`config.mk`:
```
export PLATFORM = sky130hd
export DESIGN_NAME = trap_filter_pv
export DESIGN_NICKNAME = d
export VERILOG_FILES = /design/src/rtl/trap_filter_pv.sv
export SDC_FILE = /design/constraint.sdc
export NUM_CORES = 1
export LEC_CHECK = 0
export ABC_AREA = 1
export ABC_CLOCK_PERIOD_IN_PS = 6350
export CAP_MARGIN = 0
export CORE_UTILIZATION = 67
export DETAILED_ROUTE_END_ITERATION = 8
export PLACE_DENSITY_LB_ADDON = 0.1
export REMOVE_ABC_BUFFERS = 1
export SETUP_SLACK_MARGIN = 0.1
export SYNTH_ARGS = -nofsm -noshare
export SYNTH_HDL_FRONTEND = slang
export SYNTH_SLANG_ARGS = --single-unit
export TNS_END_PERCENT = 30
```
`constraint.sdc`:
```
create_clock -name clk -period 6.35 [get_ports clk]
set_input_delay 1.905 -clock clk [delete_from_list [all_inputs] [get_ports clk]]
set_output_delay 1.905 -clock clk [all_outputs]
set_load 0.01 [all_outputs]
```
`src/rtl/trap_filter_pv.sv`:
```
// Parametrised trapezoidal (Jordanov) shaper with input/output valid, priming suppression and clear.
// Optional output clamping is enabled by defining TRAP_FILTER_SAT_EN.
module trap_filter_pv #(
    parameter int          ADC_W     = 16,
    parameter int          K         = 10,
    parameter int          L         = 6,
    parameter int unsigned M         = 16,
    parameter int          ACC_W     = 40,
    parameter int          OUT_SHIFT = 4,
    parameter int          OUT_W     = 16
) (
    input  logic                    clk,
    input  logic                    reset,
    input  logic                    clr,
    input  logic                    in_valid,
    input  logic [ADC_W-1:0]        input_data,
    output logic                    out_valid,
    output logic signed [OUT_W-1:0] output_data,
    output logic                    sat
);

    if (K < 1 || L < 1) begin : g_param_check
        $error("trap_filter_pv: K and L must both be >= 1");
    end

    localparam int DEPTH = K + L + 1;
    localparam int CNT_W = $clog2(K + L + 1);
    localparam logic [CNT_W-1:0] PRIME_N = CNT_W'(K + L);
    localparam logic signed [ACC_W-1:0] M_S = ACC_W'(M);
`ifdef TRAP_FILTER_SAT_EN
    localparam logic signed [ACC_W-1:0] Y_MAX = {{(ACC_W-OUT_W+1){1'b0}}, {(OUT_W-1){1'b1}}};
    localparam logic signed [ACC_W-1:0] Y_MIN = ~Y_MAX;
`endif

    // dly_q[0] holds the newest accepted sample, dly_q[i] the sample i acceptances back
    logic [ADC_W-1:0]        dly_q [DEPTH];
    logic [ADC_W-1:0]        dly_d [DEPTH];
    logic [CNT_W-1:0]        cnt_q, cnt_d;
    logic [4:0]              vld_q, vld_d;
    logic [4:0]              prm_q, prm_d;
    logic signed [ACC_W-1:0] d_q, d_d;
    logic signed [ACC_W-1:0] p_q, p_d;
    logic signed [ACC_W-1:0] md_q, md_d;
    logic signed [ACC_W-1:0] r_q, r_d;
    logic signed [ACC_W-1:0] s_q, s_d;
    logic                    out_valid_q, out_valid_d;
    logic signed [OUT_W-1:0] output_data_q, output_data_d;
    logic                    sat_q, sat_d;
`ifdef TRAP_FILTER_SAT_EN
    logic signed [ACC_W-1:0] y;
`endif

    function automatic logic signed [ACC_W-1:0] ext(input logic [ADC_W-1:0] x);
        return signed'(ACC_W'(x));
    endfunction

    always_comb begin
        for (int i = 0; i < DEPTH; i++) dly_d[i] = dly_q[i];
        cnt_d         = cnt_q;
        vld_d         = {vld_q[3:0], 1'b0};
        prm_d         = {prm_q[3:0], 1'b0};
        d_d           = ext(dly_q[0]) - ext(dly_q[K]) - ext(dly_q[L]) + ext(dly_q[K+L]);
        p_d           = vld_q[1] ? p_q + d_q : p_q;
        md_d          = d_q * M_S;
        r_d           = p_q + md_q;
        s_d           = vld_q[3] ? s_q + r_q : s_q;
        out_valid_d   = vld_q[4] & prm_q[4];
        output_data_d = output_data_q;
        sat_d         = sat_q;
`ifdef TRAP_FILTER_SAT_EN
        y = s_q >>> OUT_SHIFT;
`endif

        if (in_valid) begin
            dly_d[0] = input_data;
            for (int i = 1; i < DEPTH; i++) dly_d[i] = dly_q[i-1];
            vld_d[0] = 1'b1;
            prm_d[0] = (cnt_q == PRIME_N);
            if (cnt_q != PRIME_N) cnt_d = cnt_q + 1'b1;
        end

        // Output regs follow every stage-5 sample, primed or not; out_valid is the qualifier
        if (vld_q[4]) begin
`ifdef TRAP_FILTER_SAT_EN
            if (y > Y_MAX) begin
                output_data_d = Y_MAX[OUT_W-1:0];
                sat_d         = 1'b1;
            end else if (y < Y_MIN) begin
                output_data_d = Y_MIN[OUT_W-1:0];
                sat_d         = 1'b1;
            end else begin
                output_data_d = y[OUT_W-1:0];
                sat_d         = 1'b0;
            end
`else
            output_data_d = OUT_W'(s_q >>> OUT_SHIFT);
            sat_d         = 1'b0;
`endif
        end

        if (clr) begin
            for (int i = 0; i < DEPTH; i++) dly_d[i] = '0;
            cnt_d         = '0;
            vld_d         = '0;
            prm_d         = '0;
            d_d           = '0;
            p_d           = '0;
            md_d          = '0;
            r_d           = '0;
            s_d           = '0;
            out_valid_d   = 1'b0;
            output_data_d = '0;
            sat_d         = 1'b0;
        end
    end

    always_ff @(posedge clk) begin
        if (!reset) begin
            for (int i = 0; i < DEPTH; i++) dly_q[i] <= '0;
            cnt_q         <= '0;
            vld_q         <= '0;
            prm_q         <= '0;
            d_q           <= '0;
            p_q           <= '0;
            md_q          <= '0;
            r_q           <= '0;
            s_q           <= '0;
            out_valid_q   <= 1'b0;
            output_data_q <= '0;
            sat_q         <= 1'b0;
        end else begin
            for (int i = 0; i < DEPTH; i++) dly_q[i] <= dly_d[i];
            cnt_q         <= cnt_d;
            vld_q         <= vld_d;
            prm_q         <= prm_d;
            d_q           <= d_d;
            p_q           <= p_d;
            md_q          <= md_d;
            r_q           <= r_d;
            s_q           <= s_d;
            out_valid_q   <= out_valid_d;
            output_data_q <= output_data_d;
            sat_q         <= sat_d;
        end
    end

    assign out_valid   = out_valid_q;
    assign output_data = output_data_q;
    assign sat         = sat_q;

endmodule
```
==> impl_metrics.yaml <==
setup_path:
  worstSetupStartpoint: "dly_q[0][0]"
  path_class: "flop to flop"
  critPathMaxFanout: 5
  r2r_start: "dly_q[0][0]"
  crit_path_end_kind: "flop"
  cp_num_buf_inv: 1
  critPathArrivalTime_ns: 4.16
  start_kind: "flop"
  critPathSlowestCell: "fa_1"
  path_cells: "inv_1 -> ha_1 -> fa_1 -> o21ai_2 -> nand2_1 -> nand2_1 -> nand3_1 -> nand2_1 -> xor2_1 -> fa_1 -> ha_1 -> a21oi_1 -> o21ai_0 -> nor2_1 -> a21oi_1 -> nor2_1"
  cpLargestDelayFamily: "adder cells"
  cp_slowest_stage_delay_ns: 0.52
  crit_top_cell: "nand2_1"
  crit_required_ns: 6.78
clocking:
  hold_buffers: 0
  clock-root-buffer: "clkbuf_16"
  clk_transition_reported_paths_ns: 0.06
  numClockSinks: 399
  cts-resized-gates: 0
  clk_latency_ns: 0.53
  cts-htree-levels: 2
  ctsLongestPathBuffers: 3
  cts_tree: "built"
  cts-buffers-inserted: 41
  post_cts_buffers: 0
global_route:
  grt_first_pass_wirelength_mm: 65.9
  grt_overflow: 0
  grt_pass1_vias: 14700
  grt_max_degree: 193
  grt_antenna_before_repair: 0
  track_usage: 0.278
floorplan:
  core-area_um2: 26900
  rows: 60
  chipHeight_um: 167
  ios: 38
  die_w_um: 167
  die_area_um2: 28000
  start_util: 0.681
power_and_ir_drop:
  p_leak_nw: 8.12
  ir_worst_vdd_mv: 0.256
  p_per_area_nw_per_um2: 283
logic_synthesis:
  avgSynthCellArea_um2: 7.30
  synth_flop_cell: "dfxtp_1"
  ys_ff_latch: 399
  synth_cell_types: 42
  ys_seq_area_frac: 0.437
  synthCells: 2507
  synth_edf_count: 0
  yosysWarnings: 0
  async_reset_ff_frac: 0
  synth_area_um2: 18300
final_layout:
  regArea_um2: 7990
  fin_util: 0.741
  final_cell_mix: "nand2_1 (749), dfxtp_1 (399), a21oi_1 (392)"
  n_antenna_cell: 0
  mostFrequentLayoutCell: "nand2_1"
  fin_nets: 2609
  multi_input_area_um2: 8910
  area_growth_pct: 8.93
  fill_cells: 2205
  drive_gt1_frac: 0.0391
route:
  first_pass_iters: 5
  via_per_inst: 5.42
  num_vias: 15400
  drt_wl_total_mm: 38.3
  drtIter0Drc: 993
  postRouteAntennaNets: 0
  drc: 0
  wire_per_inst_um: 13.5
placement:
  io_buffer_count: 36
  gp_congestion: 0.947
  hpwlAfterDp_mm: 25.3
sta:
  layout_min_cycle_time_ns: 3.74
  finalSetupViolCount: 0
  final_hold_viol_count: 0
  worst_slew_pin_slew_ns: 1.05
  fmax_ghz: 0.268
  tns_ns: 0
  skew_ns: 0.0143
  finalCritPeriodShare: 0.588
  slew_viol_final: 0
  rsz0062_at_grt: "no"
  max_slew_margin: 0.301
flow_run:
  maxCapViolCount: 0
worst_hold_path:
  min_path_type: "flop to flop"
  min-delay-start: "prm_q[2]"
outcome:
  status: "finished clean"
## sequential cells by signal, indices dropped and copies added (netlist names)
register / count
r_q: 20
p_q: 20
s_q: 20
prm_q: 5
out_valid: 1
output_data: 16
d_q: 19
cnt_q: 5
md_q: 16
vld_q: 5
dly_q: 272
## per-layer routing
metal	vias up	track usage	wire length, um
li1	7996	-	-
met4	0	0.0870	1000
met2	274	0.507	19100
met3	81	0.0373	1390
met5	-	0	0
met1	7080	0.339	16900
## worst paths after layout
path / slack [ns] / endpoint / depth (start not counted)
worst max-delay path: 2.61 / d_q[15] / 16
worst max register to register: 2.61 / d_q[15] / 16
worst min register to register: 0.41 / prm_q[3] / 2
worst min-delay path: 0.41 / prm_q[3] / 2
## cells by family (layout without fill, tap and decap cells)
logic type | count (synthesis) | in the layout | share of synthesized area
compound gates | 550 | 550 | 0.156
xor+xnor | 30 | 30 | 0.0144
fa+ha+maj | 109 | 109 | 0.0828
buf+inv | 345 | 342 | 0.0764
flops | 399 | 399 | 0.437
other cells | 1 | 1 | 0.000205
simple gates | 1073 | 1073 | 0.234
## Yosys cell counts (8+ instances only)
master	instances	area share
nand2_1	749	0.15
a21oi_1	392	0.11
buf_2	49	0.013
nor3_1	8	0.0022
nand3_1	83	0.023
ha_1	89	0.061
o21ai_0	121	0.033
buf_4	11	0.0045
buf_1	11	0.0023
nor2_1	193	0.040
clkbuf_1	44	0.0090
fa_1	20	0.022
dfxtp_1	399	0.44
a21o_1	11	0.0045
xnor2_1	11	0.0053
xor2_1	19	0.0091
inv_1	226	0.046
nand4_1	10	0.0034
## final cells by class
| type | count | share of cell area |
|---|---|---|
| multi-input cells | 1763 | 0.447 |
| flip-flops and latches | 399 | 0.401 |
| clock buffers | 58 | 0.0598 |
| inverters | 230 | 0.0441 |
| repair buffers | 45 | 0.0229 |
| well taps | 341 | 0.0214 |
| clock inverters | 9 | 0.00370 |
## worst register-to-register path, stage by stage (launching register included)
cell     delay [ns]
dfxtp_1        0.30
inv_1          0.06
ha_1           0.23
fa_1           0.52
o21ai_2        0.28
nand2_1        0.08
nand2_1        0.11
nand3_1        0.09
nand2_1        0.14
xor2_1         0.20
fa_1           0.46
ha_1           0.37
a21oi_1        0.23
o21ai_0        0.13
nor2_1         0.15
a21oi_1        0.08
nor2_1         0.21
## through the flow
stage	worst slack, ns	hold WS [ns]	instances	instance area, um2	power [mW]
after global placement	2.41	0.394	2778	18700	3.39
after global routing	2.35	0.423	2845	19900	5.88
after floorplan	-0.466	0.394	2392	17800	3.20
after CTS	2.65	0.416	2845	19900	5.67
final	2.61	0.411	2845	19900	5.64
after detailed placement	2.38	0.397	2778	18700	3.41
## report_power, final
| part | switching [mW] | internal, mW | leakage (nW) | total, mW |
|---|---|---|---|---|
| combinational | 0.514 | 0.265 | 4.28 | 0.779 |
| sequential | 0.0381 | 2.56 | 3.23 | 2.60 |
| clock | 0.959 | 1.31 | 0.621 | 2.26 |
| total | 1.51 | 4.13 | 8.12 | 5.64 |
(Power assumes the default switching activity.)
